`src/rtl/present80_pkg.sv`:
```
// Shared PRESENT-80 key-schedule definitions: widths, S-box tables and sequencer states.
// PRESENT_KS_DECRYPT_EN adds the FWD state used by the reverse-order schedule.
package present80_pkg;

  localparam int KEY_W      = 80;
  localparam int RK_W       = 64;
  localparam int NUM_ROUNDS = 31;

`ifdef PRESENT_KS_DECRYPT_EN
  typedef enum logic [1:0] {
    KS_IDLE = 2'd0,
    KS_FWD  = 2'd1,
    KS_EMIT = 2'd2,
    KS_DONE = 2'd3
  } ks_state_e;
`else
  typedef enum logic [1:0] {
    KS_IDLE = 2'd0,
    KS_EMIT = 2'd2,
    KS_DONE = 2'd3
  } ks_state_e;
`endif

  function automatic logic [3:0] sbox(input logic [3:0] x);
    logic [3:0] y;
    case (x)
      4'h0: y = 4'hC;
      4'h1: y = 4'h5;
      4'h2: y = 4'h6;
      4'h3: y = 4'hB;
      4'h4: y = 4'h9;
      4'h5: y = 4'h0;
      4'h6: y = 4'hA;
      4'h7: y = 4'hD;
      4'h8: y = 4'h3;
      4'h9: y = 4'hE;
      4'hA: y = 4'hF;
      4'hB: y = 4'h8;
      4'hC: y = 4'h4;
      4'hD: y = 4'h7;
      4'hE: y = 4'h1;
      default: y = 4'h2;
    endcase
    return y;
  endfunction

  function automatic logic [3:0] sbox_inv(input logic [3:0] x);
    logic [3:0] y;
    case (x)
      4'h0: y = 4'h5;
      4'h1: y = 4'hE;
      4'h2: y = 4'hF;
      4'h3: y = 4'h8;
      4'h4: y = 4'hC;
      4'h5: y = 4'h1;
      4'h6: y = 4'h2;
      4'h7: y = 4'hD;
      4'h8: y = 4'hB;
      4'h9: y = 4'h4;
      4'hA: y = 4'h6;
      4'hB: y = 4'h3;
      4'hC: y = 4'h0;
      4'hD: y = 4'h7;
      4'hE: y = 4'h9;
      default: y = 4'hA;
    endcase
    return y;
  endfunction

endpackage

```
`src/rtl/present80_key_sched_if.sv`:
```
// Key-load / round-key bus between the key sequencer (master) and its users (slave).
// PRESENT_KS_DECRYPT_EN adds the decrypt request line.
interface present80_key_sched_if;
  import present80_pkg::*;

  // round_key/round_idx are held while rk_valid && !rk_ready; a key is
  // consumed on the rising edge where rk_valid && rk_ready are both high.
  logic [KEY_W-1:0] key_in;
  logic             key_load;
  logic [RK_W-1:0]  round_key;
  logic [4:0]       round_idx;
  logic             rk_valid;
  logic             rk_ready;
  logic             busy;
  logic             done;
  ks_state_e        dbg_state;
`ifdef PRESENT_KS_DECRYPT_EN
  logic             decrypt;

  modport master (
    input  key_in, key_load, rk_ready, decrypt,
    output round_key, round_idx, rk_valid, busy, done, dbg_state
  );

  modport slave (
    output key_in, key_load, rk_ready, decrypt,
    input  round_key, round_idx, rk_valid, busy, done, dbg_state
  );
`else
  modport master (
    input  key_in, key_load, rk_ready,
    output round_key, round_idx, rk_valid, busy, done, dbg_state
  );

  modport slave (
    output key_in, key_load, rk_ready,
    input  round_key, round_idx, rk_valid, busy, done, dbg_state
  );
`endif

endinterface

```
`src/rtl/present80_key_update.sv`:
```
// One combinational step of the PRESENT-80 key schedule, forward or (with
// PRESENT_KS_DECRYPT_EN) inverse, selected by inv_i.
module present80_key_update
  import present80_pkg::*;
(
  input  logic [KEY_W-1:0] key_i,
  input  logic [4:0]       cnt_i,
  input  logic             inv_i,
  output logic [KEY_W-1:0] key_o
);

  logic [KEY_W-1:0] fwd_rot;
  logic [KEY_W-1:0] fwd_key;

  // Rotate left by 61 is the same as rotate right by 19.
  always_comb begin
    fwd_rot          = {key_i[18:0], key_i[79:19]};
    fwd_key          = fwd_rot;
    fwd_key[79:76]   = sbox(fwd_rot[79:76]);
    fwd_key[19:15]   = fwd_rot[19:15] ^ cnt_i;
  end

`ifdef PRESENT_KS_DECRYPT_EN
  logic [KEY_W-1:0] inv_mix;
  logic [KEY_W-1:0] inv_key;

  // Undo the forward steps in reverse order: counter XOR, S-box, then rotation.
  always_comb begin
    inv_mix        = key_i;
    inv_mix[19:15] = key_i[19:15] ^ cnt_i;
    inv_mix[79:76] = sbox_inv(key_i[79:76]);
    inv_key        = {inv_mix[60:0], inv_mix[79:61]};
  end

  assign key_o = inv_i ? inv_key : fwd_key;
`else
  logic unused_inv;
  assign unused_inv = inv_i;
  assign key_o      = fwd_key;
`endif

endmodule

```
`src/rtl/present80_key_sched.sv`:
```
// PRESENT-80 key-schedule sequencer: loads an 80-bit key and streams K1..K32 over
// a valid/ready bus. PRESENT_KS_DECRYPT_EN enables reverse-order (K32..K1) schedules.
module present80_key_sched
  import present80_pkg::*;
#(
  parameter int NUM_RK = 32
) (
  input logic                 clk,
  input logic                 reset,
  present80_key_sched_if.master bus
);

  localparam logic [4:0] LAST_IDX  = 5'(NUM_RK);
  localparam logic [4:0] LAST_RCNT = 5'(NUM_RK - 1);
  localparam logic [4:0] MAX_RCNT  = 5'd31;

  ks_state_e        state_q, state_d;
  logic [KEY_W-1:0] key_q, key_d;
  logic [4:0]       rcnt_q, rcnt_d;
  logic [4:0]       idx_q, idx_d;

  logic             upd_inv;
  logic [4:0]       upd_cnt;
  logic [KEY_W-1:0] upd_key;
  logic             accept;

`ifdef PRESENT_KS_DECRYPT_EN
  logic dir_q, dir_d;
`endif

  present80_key_update u_update (
    .key_i (key_q),
    .cnt_i (upd_cnt),
    .inv_i (upd_inv),
    .key_o (upd_key)
  );

  assign accept = (state_q == KS_EMIT) && bus.rk_ready;

  // Step control depends only on registered state, keeping the update path loop-free.
  always_comb begin
    upd_inv = 1'b0;
    upd_cnt = rcnt_q;
`ifdef PRESENT_KS_DECRYPT_EN
    if ((state_q == KS_EMIT) && dir_q) begin
      upd_inv = 1'b1;
      upd_cnt = idx_q - 5'd1;
    end
`endif
  end

  always_comb begin
    state_d = state_q;
    key_d   = key_q;
    rcnt_d  = rcnt_q;
    idx_d   = idx_q;
`ifdef PRESENT_KS_DECRYPT_EN
    dir_d   = dir_q;
`endif
    case (state_q)
      KS_IDLE: begin
        if (bus.key_load) begin
          key_d   = bus.key_in;
          rcnt_d  = 5'd1;
          idx_d   = 5'd1;
          state_d = KS_EMIT;
`ifdef PRESENT_KS_DECRYPT_EN
          dir_d   = bus.decrypt;
          if (bus.decrypt) begin
            state_d = KS_FWD;
          end
`endif
        end
      end
`ifdef PRESENT_KS_DECRYPT_EN
      // Walk forward to the last round key before presenting anything.
      KS_FWD: begin
        key_d = upd_key;
        if (rcnt_q == LAST_RCNT) begin
          idx_d   = LAST_IDX;
          state_d = KS_EMIT;
        end else begin
          rcnt_d = rcnt_q + 5'd1;
        end
      end
`endif
      KS_EMIT: begin
        if (accept) begin
`ifdef PRESENT_KS_DECRYPT_EN
          if (dir_q) begin
            if (idx_q == 5'd1) begin
              state_d = KS_DONE;
            end else begin
              key_d = upd_key;
              idx_d = idx_q - 5'd1;
            end
          end else
`endif
          begin
            if (idx_q == LAST_IDX) begin
              state_d = KS_DONE;
            end else begin
              key_d = upd_key;
              idx_d = idx_q + 5'd1;
              // rcnt saturates at 31 so the counter XOR never sees 0 or 32.
              if (rcnt_q != MAX_RCNT) begin
                rcnt_d = rcnt_q + 5'd1;
              end
            end
          end
        end
      end
      KS_DONE: begin
        state_d = KS_IDLE;
      end
      default: begin
        state_d = KS_IDLE;
      end
    endcase
  end

  always_ff @(posedge clk) begin
    if (!reset) begin
      state_q <= KS_IDLE;
      key_q   <= '0;
      rcnt_q  <= '0;
      idx_q   <= '0;
    end else begin
      state_q <= state_d;
      key_q   <= key_d;
      rcnt_q  <= rcnt_d;
      idx_q   <= idx_d;
    end
  end

`ifdef PRESENT_KS_DECRYPT_EN
  always_ff @(posedge clk) begin
    if (!reset) begin
      dir_q <= 1'b0;
    end else begin
      dir_q <= dir_d;
    end
  end

  assign bus.busy = (state_q == KS_EMIT) || (state_q == KS_FWD);
`else
  assign bus.busy = (state_q == KS_EMIT);
`endif

  assign bus.round_key = key_q[79:16];
  assign bus.round_idx = idx_q;
  assign bus.rk_valid  = (state_q == KS_EMIT);
  assign bus.done      = (state_q == KS_DONE);
  assign bus.dbg_state = state_q;

endmodule

```
`src/flat_wrapper.sv`:
```
// flat-port wrapper written by rule: the top's interface ports become plain ports
module present80_key_sched_flat import present80_pkg::*;
#(
  parameter int NUM_RK = 32
)
  (clk, reset, bus_key_in, bus_key_load, bus_rk_ready, bus_round_key, bus_round_idx, bus_rk_valid, bus_busy, bus_done, bus_dbg_state);
  present80_key_sched_if bus_i ();
  input logic clk;
  input logic reset;
  input wire logic [$bits(bus_i.key_in)-1:0] bus_key_in;
  input wire logic [$bits(bus_i.key_load)-1:0] bus_key_load;
  input wire logic [$bits(bus_i.rk_ready)-1:0] bus_rk_ready;
  output wire logic [$bits(bus_i.round_key)-1:0] bus_round_key;
  output wire logic [$bits(bus_i.round_idx)-1:0] bus_round_idx;
  output wire logic [$bits(bus_i.rk_valid)-1:0] bus_rk_valid;
  output wire logic [$bits(bus_i.busy)-1:0] bus_busy;
  output wire logic [$bits(bus_i.done)-1:0] bus_done;
  output wire logic [$bits(bus_i.dbg_state)-1:0] bus_dbg_state;
  assign bus_i.key_in = bus_key_in;
  assign bus_i.key_load = bus_key_load;
  assign bus_i.rk_ready = bus_rk_ready;
  assign bus_round_key = bus_i.round_key;
  assign bus_round_idx = bus_i.round_idx;
  assign bus_rk_valid = bus_i.rk_valid;
  assign bus_busy = bus_i.busy;
  assign bus_done = bus_i.done;
  assign bus_dbg_state = bus_i.dbg_state;
  present80_key_sched #(.NUM_RK(NUM_RK)) u_core (.clk(clk), .reset(reset), .bus(bus_i));
endmodule
```
`config.mk`:
```
export PLATFORM = sky130hd
export DESIGN_NAME = present80_key_sched_flat
export DESIGN_NICKNAME = d
export VERILOG_FILES = /design/src/rtl/present80_pkg.sv /design/src/rtl/present80_key_sched_if.sv /design/src/rtl/present80_key_update.sv /design/src/rtl/present80_key_sched.sv /design/src/flat_wrapper.sv
export SDC_FILE = /design/constraint.sdc
export NUM_CORES = 1
export LEC_CHECK = 0
export CAP_MARGIN = 25
export CORE_ASPECT_RATIO = 1.2
export CORE_MARGIN = 2
export CORE_UTILIZATION = 44
export CTS_BUF_LIST = sky130_fd_sc_hd__clkbuf_8
export CTS_CLUSTER_DIAMETER = 200
export DETAILED_ROUTE_END_ITERATION = 10
export PLACE_DENSITY = 0.91
export REMOVE_ABC_BUFFERS = 1
export SYNTH_ARGS = -nofsm -noshare
export SYNTH_HDL_FRONTEND = slang
export SYNTH_SLANG_ARGS = --single-unit
```
`constraint.sdc`:
```
create_clock -name clk -period 2.6 [get_ports clk]
set_clock_uncertainty 0.2 [all_clocks]
set_input_delay 0.52 -clock clk [delete_from_list [all_inputs] [get_ports clk]]
set_output_delay 0.52 -clock clk [all_outputs]
set_load 0.01 [all_outputs]
```
Word level (Yosys, flattened, before mapping)
Memories as Yosys holds them, arrays and structs flattened. A register that Yosys moved wholly into a read port is not among the register bits. Index checks and enable logic that the tools add are counted.

Register bits after elaboration: 92. Input port bits: 84. Output and inout port bits: 74. Memories kept: 1. Word-level logic and storage cells: 41. Memory bits (read-only): 64.

Memories: (no name shown) (words 16, bits a word 4, rd ports 1, clocked after Yosys merged registers in 1, write ports 0, line present80_pkg.sv:26) `case (x)`.

Reductions and logical operators: 7. Equality and inequality tests: 8. Add/subtract/negate cells: 2. Mux-type cells: 18. Bitwise logic cells: 1.

Operators by type and width (number): $mux 80 (3); $pmux 80 s2 (1); $mux 5 (6); $pmux 5 s2 (2); $add 5x1->5 const B (2); $mux 4 (2); $mux 2 (3); $ne 2x1->1 const B (3); $logic_not 5->1 (1); $ne 5x5->1 const B (1); $reduce_and 5->1 (1); $xor 5x5->5 (1); $eq 2x2->1 const B (2); $ne 2x2->1 const B (2); $pmux 2 s2 (1); $reduce_and 4->1 (1); $reduce_and 3->1 (1); $logic_not 2->1 (1); $reduce_bool 2->1 (1); $logic_and 1x1->1 (1).

Logic depth before layout (Yosys ltp)
Depth in word-level cells: 6. Gate-level depth with buffers: 12. Depth with buffers taken out: 11.

By module
From an unflattened synthesis, not the netlist that was laid out.

Cell total of the unflattened synthesis: 606. Area, all modules: 5768.0 um^2.

Modules (own cells, without submodules): present80_key_sched (area an instance 5012.3 um^2, seq. area each 1841.8 um^2, instances 1, cells an instance 512); present80_key_update (area an instance 755.7 um^2, seq. area each 0.0 um^2, instances 1, cells an instance 94).

Least setup slack after synthesis
Ideal clock, no wire load.

Kind: register to register. From: register u_core.idx_q[0] (netlist: u_core.bus.round_idx[0]). To: register, netlist name u_core.u_update.key_o[77]. Stages on the path, launching flop included: 12. Required time: 2314 ps. Library setup time: 86 ps. Arrival: 2672 ps. Path buffers: 1. Slack: -358 ps. Clock period less this slack: 2958 ps. Path through: dfxtp_1 -> inv_1 -> ha_1 -> nor4b_2 -> a211oi_4 -> buf_4 -> mux2_2 -> nand2_1 -> inv_1 -> ha_1 -> or3_1 -> a221oi_2.

Word-level cells in the longest chain between the ends: 5.

Ends and longest elaborated chain: from (decl) (line present80_key_sched.sv:20) `logic [4:0] idx_q, idx_d;`; from (signal assigned) (line present80_key_sched.sv:132) `idx_q <= idx_d;`; $logic_not 5->1 (line present80_key_sched.sv:100) `if (idx_q == LAST_IDX) begin`; $ne 2x2->1 (no line); $reduce_and 4->1 (no line); $mux 4 (no line) (2 in series).

No other way between the ends. A chain may end at the register's enable or synchronous reset.

Final worst setup path
From: register u_core.idx_q[0] (netlist: u_core.bus.round_idx[0]). To: register, netlist name u_core.u_update.key_o[77].

Word-level cells in the longest chain between the ends: 5.

Ends and longest elaborated chain (line): $logic_not 5->1 (present80_key_sched.sv:100); $ne 2x2->1 (no line); $reduce_and 4->1 (no line); $mux 4 (no line) (2 in series).

No other way between the ends.

==> results.json <==
{
  "start_util_pct": 45.2,
  "dr.pass1.iters": 4,
  "tns_ns": 0,
  "top_usage_layer": "met2",
  "multi_input_area_um2": 2340,
  "p_per_area_nw_per_um2": 620,
  "async_reset_ff_share_pct": 0,
  "grt_max_degree": 79,
  "core_um2": 11000,
  "yosys_warnings": 0,
  "cts_buffers": 9,
  "peakVddDrop_uv": 296,
  "num_vias": 4515,
  "hold_class": "flop to flop",
  "slowest_stage": "or3_4",
  "path_buf_inv": 2,
  "clockBufferDepth": 2,
  "worst_pin_slew_ns": 0.840,
  "synth_cells": 628,
  "drcViolationCount": 0,
  "grt_use_total_pct": 20.9,
  "ys.flop_type": "dfxtp_1",
  "gr-total-overflow": 0,
  "rows": 42,
  "num-fill-cells": 929,
  "grt_pass1_wl_um": 20500,
  "finalCritPeriodShare_pct": 96.0,
  "gr-usage-met3_pct": 5.09,
  "syn_avg_cell_area_um2": 7.94,
  "hold_buffers": 0,
  "cp_cell_sequence": "inv_2 -> ha_2 -> nor4b_4 -> buf_4 -> nand2_2 -> nand2_2 -> nor2_2 -> o21a_1 -> ha_2 -> or3_4 -> a221oi_2",
  "htree_num_levels": 3,
  "dp_hpwl_um": 8260,
  "die_w_um": 101,
  "finalSetupViolCount": 0,
  "final_nets": 807,
  "die_area_um2": 12200,
  "final_layout_size_suffix_gt1_share_pct": 9.75,
  "cp_slowest_stage_delay_ns": 0.36,
  "ys_types": 45,
  "final_cell_area_um2": 6610,
  "grt_util_met2_pct": 32.8,
  "wirelength_um": 12900,
  "worstSetupEndpointType": "flop",
  "port_buffers": 157,
  "clkTransAtPathRegs_ns": 0.09,
  "cp.required_ns": 2.68,
  "arrival_ns": 2.58,
  "syn_area_um2": 4990,
  "synth_seq_area_share_pct": 38.5,
  "final_util_pct": 59.9,
  "placed_cells_incl_taps": 829,
  "setup_slack_ns": 0.105,
  "place_congestion": 0.868,
  "p_leak_nw": 2.57,
  "ant_nets": 0,
  "place_area_um2": 6210,
  "synth_edf_count": 0,
  "syn_to_final_growth_pct": 32.5,
  "ios": 158,
  "cts_tree": "built",
  "hold-worst-slack_ns": 0.279,
  "via_per_inst": 5.31,
  "cts_root_buffer": "clkbuf_8",
  "slew_headroom_pct": 44.0,
  "routedWlPerCell_um": 15.2,
  "regArea_um2": 1920,
  "totalPowerFinal_mw": 4.10,
  "post-route-min-period_ns": 2.49,
  "critPathTopFamily": "simple AND/OR/NAND/NOR gates",
  "final_max_slew_viol_count": 0,
  "hold_viol": 0,
  "die-height_um": 121,
  "synth_seq_cells": 96,
  "use_met1_pct": 27.1,
  "timing.fmax_mhz": 401,
  "insertion_delay_ns": 0.36,
  "drv_cap": 0,
  "grt_pass1_vias": 4132,
  "crit_path_max_fanout": 3,
  "finalNonFillerCells": 850,
  "drtIter0Drc": 205,
  "startpoint_type": "flop",
  "grt_antenna_before_repair": 0,
  "pre_cts_slack_ns": -0.393,
  "worstSetupPathType": "flop to flop",
  "antennaDiodeCount": 0,
  "status": "finished clean",
  "cts.sinks": 96
}
==> power by group <==
group | internal (mW) | total [mW] | switching [mW]
clock network | 0.662 | 1.18 | 0.517
registers | 1.64 | 1.77 | 0.126
logic | 0.602 | 1.15 | 0.548
==> tightest hold or removal path, stage by stage, from the launching register on <==
cell and delay (ns):
dfxtp_1 0.32, nand2_1 0.05, a311oi_1 0.07
==> sequential cells by signal (all words and copies together) (netlist names) <==
signal,count
u_core.bus.dbg_state,2
u_core.rcnt_q,5
u_core.key_q,80
u_core.u_update.key_o,4
u_core.bus.round_idx,5
==> metal layers <==
metal / share of wire [%] / wire [um] / vias up
li1: - / - / 2265
met1: 43 / 5550 / 2071
met2: 47 / 6130 / 155
met3: 7.1 / 920 / 24
met4: 2.4 / 311 / 0
met5: 0 / 0 / -
==> final timing paths <==
path | from | to | slack, ns | cells after the start
worst min-delay path | u_core.key_q[1]$_SDFFE_PN0N_ | u_core.key_q[62]$_SDFFE_PN0N_ | 0.28 | 2
worst max register to register | u_core.bus.round_idx[0]$_SDFFE_PN0N_ | u_core.u_update.key_o[77]$_DFF_P_ | 0.11 | 11
worst min register to register | u_core.key_q[1]$_SDFFE_PN0N_ | u_core.key_q[62]$_SDFFE_PN0N_ | 0.28 | 2
worst max-delay path | u_core.bus.round_idx[0]$_SDFFE_PN0N_ | u_core.u_update.key_o[77]$_DFF_P_ | 0.11 | 11
==> placed cells by master (no fill, tap or decap), drive strengths merged, types with 2 or more instances in the layout <==
master,instances
a311oi,75
o21ai,3
bufinv,3
nand4,4
inv,11
dfxtp,96
nand2,164
nor3,3
xor2,9
o31ai,2
and3,2
buf,29
nand3,6
clkbuf,10
bufbuf,2
mux2i,6
a21oi,8
o21a,2
a221oi,2
ha,9
nor2,88
mux2,4
dlymetal6s2s,2
a211oi,3
clkdlybuf4s50,155
o32ai,2
nor4b,2
==> area by class of cell <==
| type | instances | area share (%) |
|---|---|---|
| inverters | 10 | 0.606 |
| flip-flops and latches | 96 | 29.1 |
| well taps | 132 | 2.50 |
| multi-input cells | 409 | 35.4 |
| clock inverters | 5 | 1.57 |
| repair buffers | 188 | 28.7 |
| clock buffers | 10 | 2.08 |
==> cells in the mapped netlist, types with 4 or more instances <==
| cell | number | share of area (%) |
|---|---|---|
| nand4_1 | 4 | 0.50 |
| nor2_1 | 88 | 6.6 |
| buf_2 | 13 | 1.3 |
| inv_1 | 9 | 0.68 |
| clkbuf_1 | 26 | 2.0 |
| nand3_1 | 6 | 0.60 |
| a21oi_1 | 8 | 0.80 |
| ha_1 | 9 | 2.3 |
| nand2_1 | 164 | 12 |
| xor2_1 | 9 | 1.6 |
| a311oi_1 | 75 | 13 |
| buf_6 | 5 | 1.1 |
| buf_4 | 68 | 10 |
| mux2i_1 | 6 | 1.2 |
| dfxtp_1 | 96 | 39 |
==> cells by family after synthesis <==
family,share of synthesized area (%)
DFF,38.5
xor gates and xnor gates,1.76
buffers and inverters,15.5
and+or+nand+nor,22.4
adders and majority gates,2.26
AOI/OAI and AO/OA,17.4
muxes,2.18
==> what timing repair did <==
item / 4_1_cts / 5_1_grt
gates cloned: 2 / 0
resized for setup: 6 / 15
pin swaps: 2 / 4
endpoints found under the setup margin: 18 / 14
setup buffers: 0 / 5
No activity file was read; power rests on OpenSTA's default activity.
